$ cat config.mk
export PLATFORM = sky130hd
export DESIGN_NAME = div3_serializer
export DESIGN_NICKNAME = d
export VERILOG_FILES = /design/src/rtl/div3_pkg.sv /design/src/rtl/div3_serializer.sv
export SDC_FILE = /design/constraint.sdc
export NUM_CORES = 1
export LEC_CHECK = 0
export BUFFER_PORTS_ARGS = -buffer_cell sky130_fd_sc_hd__buf_2
export CAP_MARGIN = 15
export CORE_MARGIN = 10
export CORE_UTILIZATION = 45
export DETAILED_ROUTE_END_ITERATION = 6
export PLACE_DENSITY = 0.68
export SYNTH_ARGS = -nofsm -noshare
export SYNTH_HDL_FRONTEND = slang
export SYNTH_SLANG_ARGS = --single-unit
$ cat constraint.sdc
create_clock -name clk -period 3 [get_ports clk]
set_clock_uncertainty 0.2 [all_clocks]
set_input_delay 0.15 -clock clk [delete_from_list [all_inputs] [get_ports clk]]
set_output_delay 0.15 -clock clk [all_outputs]
set_load 0.005 [all_outputs]
$ cat src/rtl/div3_pkg.sv
// div3_pkg: shared state encoding, default width and counter-width helper for the div3 serializer
package div3_pkg;

  typedef enum logic [1:0] {IDLE, CLEAR, SHIFT} ser_state_t;

  localparam int DIV3_DEFAULT_WIDTH = 8;

  function automatic int cnt_w(input int width);
    return $clog2(width);
  endfunction

endpackage

$ cat src/rtl/div3_serializer.sv
// div3_serializer: parallel-to-serial MSB-first feeder with restart pulse for the div-by-3 checker
// Optional DIV3_SER_STALL_EN adds a stall input that freezes shifting in SHIFT.
module div3_serializer
  import div3_pkg::*;
#(
  parameter int WIDTH = DIV3_DEFAULT_WIDTH
) (
  input  logic             clk,
  input  logic             reset,
  input  logic             in_valid,
  output logic             in_ready,
  input  logic [WIDTH-1:0] in_data,
  output logic             ser_bit,
  output logic             ser_valid,
  output logic             ser_clr,
  output logic             ser_last,
`ifdef DIV3_SER_STALL_EN
  input  logic             stall,
`endif
  output logic             busy
);

  localparam int CW = cnt_w(WIDTH);

`ifndef DIV3_SER_STALL_EN
  logic stall;
  assign stall = 1'b0;
`endif

  ser_state_t state, state_n;
  logic [WIDTH-1:0] sreg, sreg_n;
  logic [CW-1:0] cnt, cnt_n;
  logic accept;

  // ser_last is only ever high in SHIFT, so it doubles as the back-to-back accept window
  always_comb begin
    state_n = state;
    sreg_n = sreg;
    cnt_n = cnt;
    in_ready = !reset && !stall && (state == IDLE || ser_last);
    accept = in_valid && in_ready;
    if (accept) begin
      state_n = CLEAR;
      sreg_n = in_data;
      cnt_n = CW'(WIDTH - 1);
    end else if (state == CLEAR) begin
      state_n = SHIFT;
    end else if (state == SHIFT && !stall) begin
      state_n = ser_last ? IDLE : SHIFT;
      sreg_n = {sreg[WIDTH-2:0], 1'b0};
      cnt_n = ser_last ? cnt : cnt - 1'b1;
    end
  end

  // outputs are registered from the next-state values so they line up with the state they describe
  always_ff @(posedge clk) begin
    if (reset) begin
      state <= IDLE;
      sreg <= '0;
      cnt <= '0;
      ser_bit <= 1'b0;
      ser_valid <= 1'b0;
      ser_clr <= 1'b0;
      ser_last <= 1'b0;
      busy <= 1'b0;
    end else begin
      state <= state_n;
      sreg <= sreg_n;
      cnt <= cnt_n;
      ser_bit <= state_n == SHIFT && sreg_n[WIDTH-1];
      ser_valid <= state_n == SHIFT;
      ser_clr <= state_n == CLEAR;
      ser_last <= state_n == SHIFT && cnt_n == '0;
      busy <= state_n != IDLE;
    end
  end

endmodule

==> metrics.log, run 1 <==
[metrics] clock group share of total power: 25.0%
[metrics] count of maximum capacitance violations: 0
[metrics] Gates resized, CTS repair: 0
[metrics] destination of the worst hold path: busy
[metrics] asr flop ratio synth: 0%
[metrics] tightest slew margin relative to the limit: 74.80%
[metrics] critical register-to-register path startpoint: state[0]
[metrics] worst hold slack: 0.03829 ns
[metrics] data arrival time at the worst-slack endpoint: 1.32 ns
[metrics] type of element capturing the critical path: output pin
[metrics] TritonCTS clock tree: done
[metrics] Worst EP required: 2.65 ns
[metrics] slowest library cell on the worst path: sky130_fd_sc_hd__dfxtp_1
[metrics] most instantiated library cell after synthesis: sky130_fd_sc_hd__dfxtp_1
[metrics] number of placed I/O pins: 17
[metrics] number of enable flip-flop cells after synthesis: 0
[metrics] CTS sink count: 18
[metrics] combinational fraction of design power: 26.7%
[metrics] global-route wire length before repair: 2.870 mm
[metrics] Initial Util: 48.94%
[metrics] area grow syn2layout: 22.75%
[metrics] routed vias: 630
[metrics] Startpoint Class: register
[metrics] layer with the highest usage: met2
[metrics] met2 track utilization from global routing: 11.44%
[metrics] number of hold violations in the final report: 0
[metrics] Reg-to-Reg End: sreg[7]
[metrics] pin count of the biggest net entering global routing: 20
[metrics] top cell family by delay on the critical path: flip-flops
[metrics] RSZ-0062 raised after global routing: false
[metrics] Primary FF master, synth: sky130_fd_sc_hd__dfxtp_1
[metrics] Worst Hold Launch: reset
[metrics] peak clock frequency supported by timing: 0.5982 GHz
[metrics] die outline height: 63.80 µm
[metrics] reported leakage power: 0.4708 nW
[metrics] post-layout minimum cycle time: 1.672 ns
[metrics] Max Fanout on Critical Path: 8
[metrics] result of the run: completed
[metrics] die width: 63.80 µm
[metrics] global-route track usage on met1: 10.79%
[metrics] number of distinct standard cells referenced by the synthesized netlist: 30
[metrics] summed negative setup slack over all endpoints: 0 ns
[metrics] switching pwr: 0.1783 mW
[metrics] fraction of power spent switching nets: 29.53%
[metrics] slowest stage delay, CP: 0.51 ns
[metrics] area share of the largest cell type after synthesis: 41.74%
[metrics] vias per cell: 4.846
[metrics] worst reg-to-reg setup slack: 1.36 ns
[metrics] total grt overflow: 0
[metrics] Inserted Clock Buffers: 3
[metrics] share of post-route cells with drive strength above 1: 34.29%
[metrics] core box area: 1764 µm²
[metrics] top cells by instance count after synthesis: sky130_fd_sc_hd__dfxtp_1 (18), sky130_fd_sc_hd__nor2_1 (9), sky130_fd_sc_hd__a211oi_2 (6), sky130_fd_sc_hd__mux2i_1 (6), sky130_fd_sc_hd__inv_1 (4)
[metrics] worst IR drop on VDD: 0.0004522 V
[metrics] Final Setup Violations: 0
[metrics] Gate Count Post-Synth: 81
[metrics] critical-path cell list: o21bai_2 > nor2b_1 > buf_2
[metrics] clock latency at the later pin of the worst-skew pair: 0.30 ns
[metrics] Fillers: 163
[metrics] overall routed net length: 1.649 mm
[metrics] cell type contributing the most total cell area after synthesis: sky130_fd_sc_hd__dfxtp_1
[metrics] count of pins over their slew limit: 0
[metrics] Row Count: 15
[metrics] die area: 4070 µm²
[metrics] net count of the finished layout: 118
[metrics] post-route ant nets: 0
[metrics] total track usage: 8.363%
[metrics] buffers inserted by post-CTS timing repair: 0
[metrics] number of levels the H-tree was split into: 1
[metrics] buffer depth of the longest clock path: 2
[metrics] Ant. Diodes: 0
[metrics] buffering stage count on the worst path with inverters included: 1
[metrics] number of design-rule violations left by the first detailed-router iteration: 16
[metrics] Post-Synthesis Mean Instance Area: 10.66 µm²
[metrics] Cell Pwr Density: 569.9 nW/µm²
[metrics] Clock transition at path regs: 0.11 ns
[metrics] via count of the first global-routing pass: 635
[metrics] Synth Net Count: 93
[metrics] wire length per cell after detailed routing: 12.68 µm
[metrics] number of cells on the worst hold path: 2
[metrics] detailed placer's ending HPWL: 1.129 mm
[metrics] part of the cycle the worst path needs: 55.73%
[metrics] global placement routability congestion: 0.7805
[metrics] initial antenna violation count: 0
[metrics] met3 GRT Util: 4.704%
[metrics] sequential share of power: 48.3%
[metrics] transition time of the tightest slew-check pin: 0.3781 ns
[metrics] number of iterations in the first detailed-routing pass: 4
[metrics] register bit count reported by yosys: 18
[metrics] internal portion of total power: 0.4256 mW
[metrics] number of warnings reported in the yosys synthesis log: 0
[metrics] length in cells of the worst reg-to-reg path: 4
[metrics] area occupied by multi-input gates: 446.7 µm²
[metrics] worst hold-check path type: in2reg
[metrics] sequential fraction of the synthesis area: 41.74%
[metrics] top cells by area in the synthesized netlist: sky130_fd_sc_hd__dfxtp_1 (42%), sky130_fd_sc_hd__a211oi_2 (8.7%), sky130_fd_sc_hd__mux2i_1 (7.0%)
[metrics] remaining routing DRC violations: 0
[metrics] number of I/O port buffers: 16
[metrics] clk root buf: sky130_fd_sc_hd__clkbuf_4
[metrics] classification of the worst setup path: reg2out
[metrics] area taken by flip-flops and latches: 360.3 µm²
[metrics] netlist area before placement: 863.3 µm²
-- repair_timing --
action / in CTS / in global routing
setup endpoints to repair: 0 / 0
hold endpoints to repair: 11 / 0
hold buffers: 9 / 0
-- placed cells by master (no fill, tap or decap), types with 2 or more instances in the layout --
master and count:
sky130_fd_sc_hd__clkbuf_4 3, sky130_fd_sc_hd__dfxtp_1 18, sky130_fd_sc_hd__nor3_1 3, sky130_fd_sc_hd__mux2i_1 6, sky130_fd_sc_hd__a21oi_1 3, sky130_fd_sc_hd__o21ai_0 2, sky130_fd_sc_hd__dlygate4sd3_1 9, sky130_fd_sc_hd__nor2b_1 3
sky130_fd_sc_hd__inv_1 4, sky130_fd_sc_hd__buf_2 16, sky130_fd_sc_hd__a211oi_2 6, sky130_fd_sc_hd__xnor2_1 2, sky130_fd_sc_hd__nor2_1 9, sky130_fd_sc_hd__nand2_1 3, sky130_fd_sc_hd__nand2b_1 2
-- power by group through the flow --
stage	Combinational (mW)	Sequential, mW	Clock (mW)
after floorplan	0.137	0.287	0
after global placement	0.151	0.296	0
after detailed placement	0.153	0.297	0
after CTS	0.162	0.292	0.153
after global routing	0.181	0.297	0.163
final	0.161	0.292	0.151
-- metrics by stage --
| step | utilization [%] | setup WS (ns) | std cells | instance area (µm²) | power (mW) |
|---|---|---|---|---|---|
| floorplan | - | 1.501 | 81 | 863.3 | 0.4244 |
| global placement | 52.91 | 1.426 | 117 | 933.4 | 0.4469 |
| detailed placement | 52.91 | 1.379 | 117 | 933.4 | 0.4498 |
| CTS | 60.07 | 1.325 | 130 | 1060 | 0.6070 |
| global route | 60.07 | 1.261 | 130 | 1060 | 0.6398 |
| finish | 60.07 | 1.328 | 130 | 1060 | 0.6039 |
-- how the worst max path moves through the flow --
stage          startpoint       end  cells after the start
2_1_floorplan    state[0]   sreg[7]                      6
3_3_place_gp     state[0]   sreg[7]                      4
3_5_place_dp     state[0]   sreg[7]                      4
4_1_cts          ser_last  in_ready                      3
5_1_grt          ser_last  in_ready                      3
6_report         ser_last  in_ready                      3
-- registers in the layout (all words and copies together) (netlist names) --
signal and cells:
busy 1, sreg 8, ser_clr 1, ser_last 1, ser_bit 1, state 2
ser_valid 1, cnt 3
-- worst reg2reg max path, delay by kind of cell, from the launching register on --
kind / cells / cell delay [ns]
muxes: 2 / 0.48
DFF: 1 / 0.50
and+or+nand+nor: 2 / 0.35
-- logic make-up after synthesis --
family / count (synthesis) / share of synthesized area [%]
and+or+nand+nor: 27 / 18.55
DFF: 18 / 41.74
AOI/OAI and AO/OA: 15 / 17.10
buffers and inverters: 9 / 6.520
muxes: 9 / 12.61
xor gates and xnor gates: 2 / 2.029
adders and majority gates: 1 / 1.449
-- layer usage --
metal | vias to the layer above | wire length, µm
met5 | - | 0
met4 | 0 | 12
met3 | 2 | 122
met2 | 13 | 683
met1 | 289 | 831
li1 | 326 | -
-- area by class of cell --
type / instances / area share, %
repair buffers: 25 / 16.06
flip-flops and latches: 18 / 34.00
inverters: 4 / 1.417
multi-input cells: 54 / 42.15
clock buffers: 4 / 3.424
well taps: 25 / 2.952
No activity file was read; power rests on OpenSTA's default activity.
==> inputs of run 2 (changes only) <==
Settings changed: PLACE_DENSITY 0.68 to 0.71.
Clock period 3 ns to 1.41 ns, I/O delays scaled along.
==> run 2 against run 1 <==
Net effect: the run now ends with setup timing left; largest cell class unchanged; first-iteration DRC count rose by 6.3%; setup slack got worse by 1.4 ns; count of clock-buffer cells in the layout did not move; sequential cell count did not move; critical path depth rose by 3; hold slack improved by 0.032 ns; register-to-register slack got worse by 1.4 ns.
==> metrics.log, run 2 (same netlist as run 1, synthesis figures left out) <==
[metrics] result of the run: complete, but fails checks
[metrics] failing checks: setup timing
[metrics] Worst EP required: 1.44 ns (-1.21 ns)
[metrics] vias per cell: 4.865 (+0.40%)
[metrics] Top reg by flops: sreg
[metrics] worst reg-to-reg setup slack: -0.05 ns (-1.41 ns)
[metrics] number of design-rule violations left by the first detailed-router iteration: 17 (+1)
[metrics] total track usage: 10.86% (+2.5 points)
[metrics] global placement routability congestion: 0.7828 (+0.29%)
[metrics] Regs by FF count: sreg (8), cnt (3), state (2)
[metrics] type of element capturing the critical path: register
[metrics] transition time of the tightest slew-check pin: 0.6932 ns (+0.3152 ns)
[metrics] Startpoint Class: register
[metrics] core box area: 1764 µm² (unchanged)
[metrics] tightest slew margin relative to the limit: 53.69% (-21 points)
[metrics] worst hold-check path type: in2reg
[metrics] number of levels the H-tree was split into: 1 (unchanged)
[metrics] global-route wire length before repair: 3.574 mm (+25%)
[metrics] worst hold slack: 0.07036 ns (+0.03207 ns)
[metrics] classification of the worst setup path: reg2reg
[metrics] Reg-to-Reg End: ser_last
[metrics] highest-count cells in the layout ignoring fill and taps: sky130_fd_sc_hd__buf_2 (16), sky130_fd_sc_hd__buf_4 (15), sky130_fd_sc_hd__dfxtp_1 (14), sky130_fd_sc_hd__dlygate4sd3_1 (12), sky130_fd_sc_hd__nor2_1 (9)
[metrics] total grt overflow: 0 (unchanged)
[metrics] die outline height: 63.80 µm (unchanged)
[metrics] count of pins over their slew limit: 0 (unchanged)
[metrics] Row Count: 15 (unchanged)
[metrics] Cells after DPL: 134 (+15%)
[metrics] post-route worst setup slack: -0.05354 ns (-1.382 ns)
[metrics] post-layout minimum cycle time: 1.464 ns
[metrics] die area: 4070 µm² (unchanged)
[metrics] clk root buf: sky130_fd_sc_hd__clkbuf_4
[metrics] count of maximum capacitance violations: 0 (unchanged)
[metrics] overall power after layout: 1.514 mW (+150%)
[metrics] Ant. Diodes: 0 (unchanged)
[metrics] number of placed I/O pins: 17 (unchanged)
[metrics] worst IR drop on VDD: 0.0009127 V (+100%)
[metrics] wire length per cell after detailed routing: 14.52 µm (+14%)
[metrics] CTS sink count: 18 (unchanged)
[metrics] Clock transition at path regs: 0.10 ns (about the same)
[metrics] detailed placer's ending HPWL: 1.346 mm (+19%)
[metrics] summed negative setup slack over all endpoints: -0.1741 ns (-0.1741 ns)
[metrics] Initial Util: 48.94% (unchanged)
[metrics] Worst Hold Launch: reset
[metrics] RSZ-0062 raised after global routing: true
[metrics] pin count of the biggest net entering global routing: 17 (-15%)
[metrics] share of post-route cells with drive strength above 1: 54.20% (+20 points)
[metrics] data arrival time at the worst-slack endpoint: 1.49 ns (+0.17 ns)
[metrics] number of I/O port buffers: 16 (unchanged)
[metrics] part of the cycle the worst path needs: 103.8%
[metrics] via count of the first global-routing pass: 766 (+21%)
[metrics] TritonCTS clock tree: done
[metrics] Cell Pwr Density: 1120 nW/µm² (+97%)
[metrics] length in cells of the worst reg-to-reg path: 6 (+2)
[metrics] Inserted Clock Buffers: 3 (unchanged)
[metrics] remaining routing DRC violations: 0 (unchanged)
[metrics] area grow syn2layout: 56.52%
[metrics] clock latency at the later pin of the worst-skew pair: 0.29 ns (about the same)
[metrics] destination of the worst hold path: ser_last
[metrics] Final Setup Violations: 7 (+7)
[metrics] post-route ant nets: 0 (unchanged)
[metrics] number of flip-flops in the largest register: 8 (unchanged)
[metrics] number of iterations in the first detailed-routing pass: 5 (+1)
[metrics] buffer depth of the longest clock path: 2 (unchanged)
[metrics] net count of the finished layout: 144 (+22%)
[metrics] reported leakage power: 0.6046 nW (+28%)
[metrics] number of cells on the worst hold path: 4 (+2)
[metrics] overall routed net length: 2.265 mm (+37%)
[metrics] critical register-to-register path startpoint: state[1]
[metrics] routed vias: 759 (+20%)
[metrics] most common cell after layout, fill and taps aside: sky130_fd_sc_hd__buf_2
[metrics] number of hold violations in the final report: 0 (unchanged)
[metrics] Fillers: 134 (-18%)
[metrics] peak clock frequency supported by timing: 0.6833 GHz
[metrics] initial antenna violation count: 0 (unchanged)
[metrics] Max Fanout on Critical Path: 5 (-3)
[metrics] die width: 63.80 µm (unchanged)
[metrics] fin cells: 156 (+20%)
[run 2: cell count changes in the layout (fill, tap and decap cells not counted), moves of 2 or more]
cell                            previous run  this run
sky130_fd_sc_hd__buf_4                     0        15
sky130_fd_sc_hd__buf_6                     0         7
sky130_fd_sc_hd__dfxtp_1                  18        14
sky130_fd_sc_hd__dlygate4sd3_1             9        12
sky130_fd_sc_hd__dfxtp_2                   0         2
sky130_fd_sc_hd__dfxtp_4                   0         2
sky130_fd_sc_hd__mux2i_1                   6         4
sky130_fd_sc_hd__mux2i_2                   0         2
sky130_fd_sc_hd__nor2b_1                   3         1
[run 2: area by class of cell]
type                       count  area, µm²  area share (%)
sequential                    18      370.4           27.41
timing repair buffer          50      391.6           28.98
clock buffer                   4      36.28           2.685
multi-input combinational     55      506.7           37.50
inverter                       4      15.01           1.111
tap                           25      31.28           2.315
[run 2: per-stage QoR]
stage               worst slack (ns)  utilization [%]  instance area (µm²)
global placement            -0.04194            60.57                 1069
finish                      -0.05354            76.60                 1351
detailed placement          -0.06965            60.57                 1069
floorplan                   -0.08375                -                874.6
CTS                         -0.06018            74.61                 1316
global route                 -0.1178            76.60                 1351
[run 2: worst max-delay path by stage]
stage,startpoint,depth (start not counted),endpoint
6_report,state[1],6,ser_last
2_1_floorplan,state[0],6,sreg[7]
5_1_grt,state[1],4,in_ready
3_3_place_gp,cnt[0],6,ser_last
3_5_place_dp,cnt[0],6,ser_last
4_1_cts,state[1],6,ser_last
[run 2: where the power goes]
group / total (mW) / switching [mW] / leakage (nW) / internal (mW)
clock network: 0.320 / 0.162 / 0.0210 / 0.157
logic: 0.570 / 0.241 / 0.433 / 0.329
registers: 0.624 / 0.0472 / 0.150 / 0.577
total: 1.51 / 0.450 / 0.605 / 1.06
[run 2: timing repair]
| action | in CTS | in global routing |
|---|---|---|
| hold buffers | 12 | 0 |
| cloned | 0 | 1 |
| setup buffers | 5 | 0 |
| gates resized for setup | 14 | 7 |
| endpoints found under the setup margin | 13 | 12 |
| hold endpoints to repair | 11 | 0 |
| pin swaps | 5 | 2 |
[run 2: metal layers]
layer	GRT usage (%)	share of wire [%]	up-vias	wire, µm
li1	-	-	383	-
met1	11.57	41	354	919
met2	18.91	54	18	1219
met3	3.310	4.4	4	99
met4	5.464	1.1	0	26
met5	0	0	-	0
[run 2: worst max-delay path, stage by stage (launching register included)]
cell,delay [ns]
sky130_fd_sc_hd__dfxtp_4,0.38
sky130_fd_sc_hd__buf_6,0.12
sky130_fd_sc_hd__buf_6,0.11
sky130_fd_sc_hd__xnor2_1,0.11
sky130_fd_sc_hd__o22ai_1,0.19
sky130_fd_sc_hd__nand2b_1,0.13
sky130_fd_sc_hd__nor3_2,0.16
==> inputs of run 3 (changes only) <==
Settings changed: CTS_BUF_LIST set to sky130_fd_sc_hd__clkbuf_8, RECOVER_POWER set to 25.
==> run 3 against run 2 <==
Net effect: the flow still finishes with violations (setup timing); final cell count decreased by 3.8%; sequential cell count unchanged; setup slack got worse by 0.0013 ns; largest cell class unchanged; core utilization decreased by 3.0 points; die area unchanged; via count decreased by 5.7%.
==> metrics.log, run 3 (same netlist as run 1, synthesis figures left out) <==
[metrics] routed vias: 716 (-5.7%)
[metrics] total track usage: 10.12% (-0.74 points)
[metrics] initial antenna violation count: 0 (unchanged)
[metrics] transition time of the tightest slew-check pin: 0.4214 ns (-0.2719 ns)
[metrics] Clock transition at path regs: 0.07 ns (-0.03 ns)
[metrics] startpoint of the worst setup timing path: state[1]
[metrics] Inserted Clock Buffers: 3 (unchanged)
[metrics] Startpoint Class: register
[metrics] wire length per cell after detailed routing: 13.71 µm (-5.6%)
[metrics] number of placed I/O pins: 17 (unchanged)
[metrics] clk root buf: sky130_fd_sc_hd__clkbuf_8
[metrics] detailed placer's ending HPWL: 1.346 mm (unchanged)
[metrics] overall power after layout: 1.565 mW (+3.4%)
[metrics] length of routed met2 wiring: 1.098 mm (-9.9%)
[metrics] total grt overflow: 0 (unchanged)
[metrics] number of I/O port buffers: 16 (unchanged)
[metrics] pin count of the biggest net entering global routing: 19 (+2)
[metrics] number of flip-flops in the largest register: 8 (unchanged)
[metrics] peak clock frequency supported by timing: 0.6827 GHz (about the same)
[metrics] CTS sink count: 18 (unchanged)
[metrics] TritonCTS clock tree: done
[metrics] RSZ-0062 raised after global routing: true
[metrics] classification of the worst setup path: reg2out
[metrics] die width: 63.80 µm (unchanged)
[metrics] type of element capturing the critical path: output pin
[metrics] Initial Util: 48.94% (unchanged)
[metrics] Regs by FF count: sreg (8), cnt (3), state (2)
[metrics] via count of the first global-routing pass: 746 (-2.6%)
[metrics] Max Fanout on Critical Path: 5 (unchanged)
[metrics] Ant. Diodes: 0 (unchanged)
[metrics] worst IR drop on VDD: 0.0008604 V (-5.7%)
[metrics] remaining routing DRC violations: 0 (unchanged)
[metrics] post-route worst setup slack: -0.05483 ns (-0.001289 ns)
[metrics] worst slack, placed: -0.06965 ns (unchanged)
[metrics] vias per cell: 4.773 (-1.9%)
[metrics] count of pins over their slew limit: 0 (unchanged)
[metrics] wire length the detailed router placed on met1: 832 µm (-9.5%)
[metrics] overall routed net length: 2.056 mm (-9.2%)
[metrics] failing checks: setup timing
[metrics] result of the run: complete, but fails checks
[metrics] highest routed metal layer: met4
[metrics] Worst EP required: 1.14 ns (-0.30 ns)
[metrics] critical register-to-register path startpoint: state[1]
[metrics] Top reg by flops: sreg
[metrics] post-layout minimum cycle time: 1.465 ns (+0.001289 ns)
[metrics] buffer depth of the longest clock path: 2 (unchanged)
[metrics] reported leakage power: 0.5782 nW (-4.4%)
[metrics] Fillers: 141 (+5.2%)
[metrics] global placement routability congestion: 0.7828 (unchanged)
[metrics] Row Count: 15 (unchanged)
[metrics] Cell Pwr Density: 1206 nW/µm² (+7.6%)
[metrics] number of hold violations in the final report: 0 (unchanged)
[metrics] count of maximum capacitance violations: 0 (unchanged)
[metrics] share of post-route cells with drive strength above 1: 51.20% (-3.0 points)
[metrics] worst hold-check path type: in2reg
[metrics] Worst Hold Launch: reset
[metrics] number of levels the H-tree was split into: 1 (unchanged)
[metrics] number of iterations in the first detailed-routing pass: 4 (-1)
[metrics] die outline height: 63.80 µm (unchanged)
[metrics] global-route wire length before repair: 3.353 mm (-6.2%)
[metrics] clock latency at the later pin of the worst-skew pair: 0.25 ns (-0.04 ns)
[metrics] part of the cycle the worst path needs: 103.9% (about the same)
[metrics] die area: 4070 µm² (unchanged)
[metrics] tightest slew margin relative to the limit: 71.85% (+18 points)
[metrics] highest-count cells in the layout ignoring fill and taps: sky130_fd_sc_hd__buf_4 (15), sky130_fd_sc_hd__dfxtp_1 (14), sky130_fd_sc_hd__buf_2 (14), sky130_fd_sc_hd__nor2_1 (9), sky130_fd_sc_hd__dlygate4sd3_1 (9)
[metrics] data arrival time at the worst-slack endpoint: 1.19 ns (-0.30 ns)
[metrics] post-route ant nets: 0 (unchanged)
[metrics] amount of wire on met3 after detailed routing: 77 µm (-22%)
[metrics] area grow syn2layout: 50.29%
[metrics] net count of the finished layout: 138 (-4.2%)
[metrics] Final Setup Violations: 3 (-4)
[metrics] core box area: 1764 µm² (unchanged)
[metrics] number of design-rule violations left by the first detailed-router iteration: 14 (-3)
[metrics] most common cell after layout, fill and taps aside: sky130_fd_sc_hd__buf_4
## run 3: worst paths after layout
| kind | slack, ns | cells past startpoint | endpoint |
|---|---|---|---|
| min reg2reg | 0.31 | 2 | sreg[0] |
| max reg2reg | -0.05 | 6 | ser_last |
| min | 0.05 | 3 | sreg[5] |
| max | -0.05 | 4 | in_ready |
## run 3: layer usage
| metal | track usage (%) | vias up |
|---|---|---|
| met1 | 11.18 | 332 |
| met5 | 0 | - |
| met4 | 4.918 | 0 |
| met3 | 2.962 | 6 |
| met2 | 17.29 | 12 |
| li1 | - | 366 |
## run 3: per-stage QoR
step	setup TNS, ns	hold WS (ns)	std cells	utilization, %	area [µm²]
4_1_cts	-0.06424	0.04744	148	71.56	1262
3_3_place_gp	-0.04715	0.1163	134	60.57	1069
5_1_grt	-0.3542	0.05961	150	73.55	1297
2_1_floorplan	-0.1619	-0.06485	81	-	874.6
3_5_place_dp	-0.2540	0.1270	134	60.57	1069
6_report	-0.1076	0.04930	150	73.55	1297
## run 3: critical path, cell delays in order, from the launching register on
cell	delay, ns
sky130_fd_sc_hd__dfxtp_4	0.37
sky130_fd_sc_hd__o21bai_4	0.22
sky130_fd_sc_hd__buf_6	0.13
sky130_fd_sc_hd__nor2b_4	0.12
sky130_fd_sc_hd__buf_2	0.11
## run 3: power breakdown
part,internal (mW),switching [mW],leakage (nW)
combinational,0.300,0.221,0.399
sequential,0.577,0.0451,0.150
clock,0.248,0.173,0.0288
total,1.13,0.439,0.578
## run 3: cell type report
type	count	area [µm²]	share of cell area, %
Multi-Input combinational cell	54	489.2	37.71
Sequential cell	18	370.4	28.54
Timing Repair Buffer	45	336.6	25.94
Clock buffer	4	55.05	4.243
Tap cell	25	31.28	2.411
Inverter	4	15.01	1.157
## run 3: repair_timing
item                       CTS  global route
pin swaps                    4             2
buffers inserted             1             2
hold buffers                 9             0
setup endpoints to repair   13            11
gates resized for setup     12             5
hold endpoints to repair    11             0
